`src/rtl/fpu_lzd_pipelined.sv`:
```
// Pipelined leading-zero / leading-one detector.
// Binary priority tree with a register after every PIPE_EVERY layers.
module fpu_lzd_pipelined #(
  parameter int WIDTH      = 32,
  parameter int PIPE_EVERY = 2,
  parameter int TAG_W      = 4
) (
  input  logic                       clk,
  input  logic                       rst_l,
  input  logic                       flush,
  input  logic                       in_valid,
  output logic                       in_ready,
  input  logic [WIDTH-1:0]           in_data,
  input  logic                       in_lead_one,
  input  logic [TAG_W-1:0]           in_tag,
  output logic                       out_valid,
  input  logic                       out_ready,
  output logic [$clog2(WIDTH):0]     out_count,
  output logic                       out_all,
  output logic [TAG_W-1:0]           out_tag
);

  localparam int LOG2W  = $clog2(WIDTH);
  localparam int STAGES = (LOG2W + PIPE_EVERY - 1) / PIPE_EVERY;
  localparam int CW     = LOG2W + 1;

  typedef logic [WIDTH-1:0][LOG2W-1:0] pos_t;

  // Tree level: node i is {v[i], p[i]}; unused nodes stay zero.
  typedef struct packed {
    logic [WIDTH-1:0] v;
    pos_t             p;
  } node_t;

  // One merge layer k: upper half of each pair wins when valid.
  function automatic node_t merge_layer(input node_t a, input int k);
    node_t r;
    r = '0;
    for (int i = 0; i < WIDTH / 2; i++) begin
      if (i < (WIDTH >> (k + 1))) begin
        r.v[i]    = a.v[2*i+1] | a.v[2*i];
        r.p[i]    = a.v[2*i+1] ? a.p[2*i+1] : a.p[2*i];
        r.p[i][k] = ~a.v[2*i+1];
      end
    end
    return r;
  endfunction

  function automatic node_t apply_layers(
    input node_t a,
    input int    first,
    input int    last
  );
    node_t n;
    n = a;
    for (int k = 0; k < LOG2W; k++) begin
      if (k >= first && k <= last) n = merge_layer(n, k);
    end
    return n;
  endfunction

  logic [STAGES-1:0] vld_q;
  logic [STAGES:0]   rdy;
  node_t             node_q [STAGES];
  node_t             node_d [STAGES];
  logic [TAG_W-1:0]  tag_q  [STAGES];
  logic              init_q;
  node_t             fin;

  // In-ready comes up one edge after reset release.
  always_ff @(posedge clk or negedge rst_l) begin
    if (!rst_l) init_q <= 1'b0;
    else        init_q <= 1'b1;
  end

  // Backward ready chain: a stage loads when empty or draining.
  always_comb begin
    rdy = '0;
    rdy[STAGES] = out_ready;
    for (int s = STAGES - 1; s >= 0; s--) begin
      rdy[s] = ~vld_q[s] | rdy[s+1];
    end
  end

  assign in_ready = init_q & ~flush & rdy[0];

  for (genvar s = 0; s < STAGES; s++) begin : g_st
    localparam int FIRST = s * PIPE_EVERY;
    localparam int LAST  =
      ((FIRST + PIPE_EVERY) < LOG2W ? FIRST + PIPE_EVERY : LOG2W) - 1;

    node_t            src;
    logic             src_v;
    logic [TAG_W-1:0] src_t;
    logic             v_q;
    node_t            n_q;
    logic [TAG_W-1:0] t_q;

    if (s == 0) begin : g_in
      assign src   = {in_data ^ {WIDTH{in_lead_one}}, pos_t'(0)};
      assign src_v = in_valid & in_ready;
      assign src_t = in_tag;
    end else begin : g_mid
      assign src   = node_q[s-1];
      assign src_v = vld_q[s-1];
      assign src_t = tag_q[s-1];
    end

    assign node_d[s] = apply_layers(src, FIRST, LAST);

    // Stage register: flush clears, stall holds, else advance.
    always_ff @(posedge clk or negedge rst_l) begin
      if (!rst_l) begin
        v_q <= 1'b0;
        n_q <= '0;
        t_q <= '0;
      end else if (flush) begin
        v_q <= 1'b0;
      end else if (rdy[s]) begin
        v_q <= src_v;
        if (src_v) begin
          n_q <= node_d[s];
          t_q <= src_t;
        end
      end
    end

    assign vld_q[s]  = v_q;
    assign node_q[s] = n_q;
    assign tag_q[s]  = t_q;
  end

  assign fin       = node_q[STAGES-1];
  assign out_valid = vld_q[STAGES-1];
  assign out_tag   = tag_q[STAGES-1];
  assign out_all   = out_valid & ~fin.v[0];

  // Result count: run length, or WIDTH when no terminating bit.
  always_comb begin
    out_count = '0;
    if (out_valid) begin
      out_count = fin.v[0] ? {1'b0, fin.p[0]} : CW'(WIDTH);
    end
  end

endmodule

```
`config.mk`:
```
export PLATFORM = sky130hd
export DESIGN_NAME = fpu_lzd_pipelined
export DESIGN_NICKNAME = d
export VERILOG_FILES = /design/src/rtl/fpu_lzd_pipelined.sv
export SDC_FILE = /design/constraint.sdc
export NUM_CORES = 1
export LEC_CHECK = 0
export CORE_UTILIZATION = 29
export CTS_CLUSTER_DIAMETER = 60
export DETAILED_ROUTE_END_ITERATION = 6
export HOLD_SLACK_MARGIN = 0.05
export PLACE_DENSITY_LB_ADDON = 0.12
export SLEW_MARGIN = 15
export SYNTH_ARGS = -nofsm -noshare
export SYNTH_HDL_FRONTEND = slang
export SYNTH_SLANG_ARGS = --single-unit
```
`constraint.sdc`:
```
create_clock -name clk -period 1.8 [get_ports clk]
set_clock_uncertainty 0.1 [all_clocks]
set_input_delay 0.36 -clock clk [delete_from_list [all_inputs] [get_ports clk]]
set_output_delay 0.36 -clock clk [all_outputs]
set_load 0.02 [all_outputs]
```
Word-level counts from Yosys, hierarchy flattened:

Index checks and enable logic that the tools add are counted.

* register bits: 56
* bits of input ports: 42
* logic and storage cells: 125

* mux-type cells: 23
* bitwise logic cells: 75
* reduce and logical (&&, ||, !) cells: 6

Operator list (number)
* $not A1 Y1: 36
* $or A1 B1 Y1: 34
* $xor A32 B32 Y32: 1
* $mux W1: 14
* $mux W6: 2
* $reduce_and A3 Y1: 3
* $mux W2: 4
* $mux W3: 2
* $reduce_bool A2 Y1: 3
* $and A1 B1 Y1: 4
* $mux W4: 1

Logic depth before layout (Yosys ltp):

Gate-level depths: netlist (run 1).

* depth after elaboration: 8
* gate-level depth with buffers: 5
* mapped depth without buffers: 3

Worst setup path after synthesis (run 1):

Ideal clock, no wire load.

* path kind: register to register
* start point: reg g_st[2].v_q (netlist: out_valid)
* end point: reg g_st[0].n_q[0] (netlist name)
* setup time: 125 ps
* arrival time: 1616 ps
* slack: -41 ps
* stages on the path, launching flop included: 6
* buffers on the path: 2
* cells stage by stage: dfrtp_1 > and4b_4 > nor4bb_4 > buf_6 > buf_12 > mux2_4

* word-level cells in the longest chain between the ends: 7

RTL lines
* start, declared: line 95 `logic v_q;`
* start signal, assigned: line 120 `v_q <= src_v;`
* $not A1 Y1 (*): line 81 `rdy[s] = ~vld_q[s] | rdy[s+1];`
* $or A1 B1 Y1 (*) (3 in series): line 81
* $and A1 B1 Y1: line 85 `assign in_ready = init_q & ~flush & rdy[0];`
* $and A1 B1 Y1: line 101 `assign src_v = in_valid & in_ready;`
* $reduce_and A3 Y1 (no line) (*)
* end signal, assigned: line 122 `n_q <= node_d[s];`
* end, declared: line 96 `node_t n_q;`

Mark *: on every way between the ends. The rest lies on a longest branch, timed or not.
A chain may end at the register's enable or synchronous reset.

Final worst setup path (run 1):

* start point: reg g_st[2].v_q (netlist: out_valid)
* end point: reg g_st[0].n_q[30] (netlist name)

Same word-level chain as after synthesis.

==> results.md, run 1 <==
- Seq/Total Area, Yosys: 47.26%
- Most common cell after layout, fill and taps aside: dfrtp_1
- RSZ-0062 raised after global routing: yes
- Peak VDD IR: about 320 uV
- Max Slew Vio Count: 0
- Site Rows: 36
- Total Wirelength: slightly above 6000 um
- R2R depth: 7
- Fin crit share: 107.3%
- Worst min-delay path category: reg2reg
- Commonest non-fill, non-tap cells in the layout: 55 x dfrtp_1, 41 x clkdlybuf4s50_1, 33 x buf_4
- Fmax: roughly 520 MHz
- Cts bufs inserted: 5
- Outcome: finished with violations
- IO Pins: 55
- Slowest Stage Delay on Critical Path: 0.41 ns
- Iteration count of the initial detailed-routing pass: 4
- Fin crit period: 1.932 ns
- Worst Path Buf+Inv: 4
- Largest net degree at the start of global routing: 57
- Mapped Nets: 299
- Area Overhead vs Synth: 40.55%
- Dpl hpwl: between 4000 and 5000 um
- FF+latch count, synth: 56
- Leak: 1.912 nW
- Starting Density: 30.06%
- Clk slew on worst S/H paths: approximately 0.1 ns
- DRC viols: 0
- Crit start category: flip-flop
- Warnings from Yosys: 0
- CTS tree: built
- CP dominant cell by count: buf_12
- Die height: 103.1 um
- Setup CP Type: reg2reg
- Failing checks: negative setup slack
- Die width: 103.1 um
- Arrival @ worst endpoint: 2.03 ns
- Total congestion overflow: 0
- Crit path cell chain: and4b_4, buf_12, nor4bb_4, buf_6, buf_12, buf_16, mux2_4
- Ant diodes: 0
- Vias in the first global route: 2091
- Reg2reg end: g_st[0].n_q[30]
- DRT iter0 DRCs: 86
- CTS root buf: clkbuf_8
- Final setup fails: 28
- Htree depth: 2
- Worst-Skew Late Latency: 0.30 ns
- Slowest CP cell: dfrtp_2
- Core area: 0.009864 mm^2
- GRT Resource Usage Total: ~13%
- Initial antenna violation count: 0
- Reg2reg start: out_valid
- Via-to-Cell Ratio: approximately 4.5
- Max cap viols: 0
- Mapped Area: 0.002965 mm^2
- CP endpoint: g_st[0].n_q[30]
- Die area: 0.01063 mm^2
- Distinct cells, synth: 30
- Total power: approximately 3.1 mW
- CP top delay family: buffers and inverters
- First-pass GRT wire length: 10470 um
- # clock sinks: 56
- Critical-path maximum fanout: 6
- Final Hold Viols: 0
- Wire per inst: 12.72 um
- Crit. End Element: flip-flop
- Crit path required time: 1.90 ns
- Crit. Startpoint: out_valid
- Vias: 2219
- Setup ws final: -0.1316 ns
- Crit. path cell count: 7
- Setup WS pre-CTS: -0.5400 ns
- Post-route ant nets: 0
- Syn Inst Count: approximately 260
- Power per standard cell area: 743.2 mW/mm^2
- R2R Setup Slk: -0.13 ns
- Maximum clock path buffer count: 2
- Layout cell share with drive strength beyond 1: 34.08%
- Syn Area/Cell: 11.54 um^2
- Port bufs: 54
- GP Congestion: 0.7126
- Nets@finish: ~400
==> area by class of cell <==
class                      instances  area [um^2]
multi-input combinational        176         1454
clock buffer                       6        82.58
fill                             969         5697
timing repair buffer             100        996.0
sequential                        56         1403
tap                              133        166.4
inverter                          15        56.30
clock inverter                     2        10.01
==> timing repair <==
item,in CTS,in global routing
endpoints found under the hold margin,56,0
resized for setup,35,15
gates cloned,3,0
hold buffers,1,0
endpoints found under the setup margin,36,40
pin swaps,0,2
buffers inserted,5,0
==> logic make-up (layout without fill, tap and decap cells) <==
kind of cell	count (synthesis)	in the layout	share of synthesized area, %
simple gates	83	83	16.71
mux	60	60	23.84
flops	56	56	47.26
compound gates	32	32	7.089
buf+inv	25	123	4.979
other cells	1	1	0.1265
==> cells in the mapped netlist, drive strengths merged <==
cell type,number,area (um^2)
and3,5,31.28
a221oi,4,35.03
nand3,18,90.09
o2bb2ai,1,8.760
and4b,1,13.76
nand2b,1,6.260
a21oi,4,20.02
nand2,10,37.54
or4,8,60.06
inv,15,56.30
nor2b,17,106.4
conb,1,3.750
o22ai,15,93.84
mux2,46,566.8
a211o,1,17.52
mux2i,14,140.1
or3,1,6.260
nor3b,6,45.04
o21ai,7,35.03
or2,7,43.79
buf,8,83.83
clkbuf,2,7.510
nor4bb,1,25.02
nor2,8,30.03
dfrtp,56,1401
==> registers in the layout, summed over array words and instances (netlist names) <==
signal     flops
init_q         1
g_st.n_q      34
out_valid      1
out_tag        4
g_st.v_q       2
fin            6
g_st.t_q       8
==> through the flow <==
stage	cells	hold slack (ns)	util, %	cell area, um^2	TNS [ns]
2_1_floorplan	257	-0.03559	-	2967	0
3_3_place_gp	471	0.2867	39.51	3897	-16.69
3_5_place_dp	471	0.2894	39.51	3897	-17.52
4_1_cts	488	0.4114	42.39	4182	-2.835
5_1_grt	488	0.4244	42.25	4168	-4.599
6_report	488	0.4077	42.25	4168	-2.660
==> worst min-delay path by stage <==
stage	from	end	slack, ns	depth (start not counted)
6_report	g_st[1].t_q[3]	g_st[1].t_q[3]	0.41	1
2_1_floorplan	rst_l	fin[0]	-0.04	0
3_3_place_gp	rst_l	out_tag[1]	0.29	2
3_5_place_dp	rst_l	out_tag[1]	0.29	2
5_1_grt	g_st[1].t_q[3]	g_st[1].t_q[3]	0.42	1
4_1_cts	g_st[1].t_q[3]	g_st[1].t_q[3]	0.41	1
==> routing by layer <==
metal	track usage (%)	wire length, um
met5	0	0
met1	18.36	3189
met3	1.831	181
met4	4.225	62
met2	20.21	2770
==> power by group <==
group          switching, mW  total [mW]  leakage, nW  internal [mW]
Combinational          0.281       0.783         1.18          0.502
Sequential             0.129        1.61        0.677           1.48
Clock                  0.399       0.707       0.0510          0.308
Total                  0.808        3.10         1.91           2.29
No activity file was read; power rests on OpenSTA's default activity.
==> inputs of run 2 (changes only) <==
Settings changed: HOLD_SLACK_MARGIN 0.05 to 0.1.
==> results of run 2 <==
Final layout, timing and power as in run 1 (identical DEF).
==> inputs of run 3 (changes only) <==
Settings changed: SLEW_MARGIN 15 to default.
==> results of run 3 <==
Final layout, timing and power as in run 1 (identical DEF).
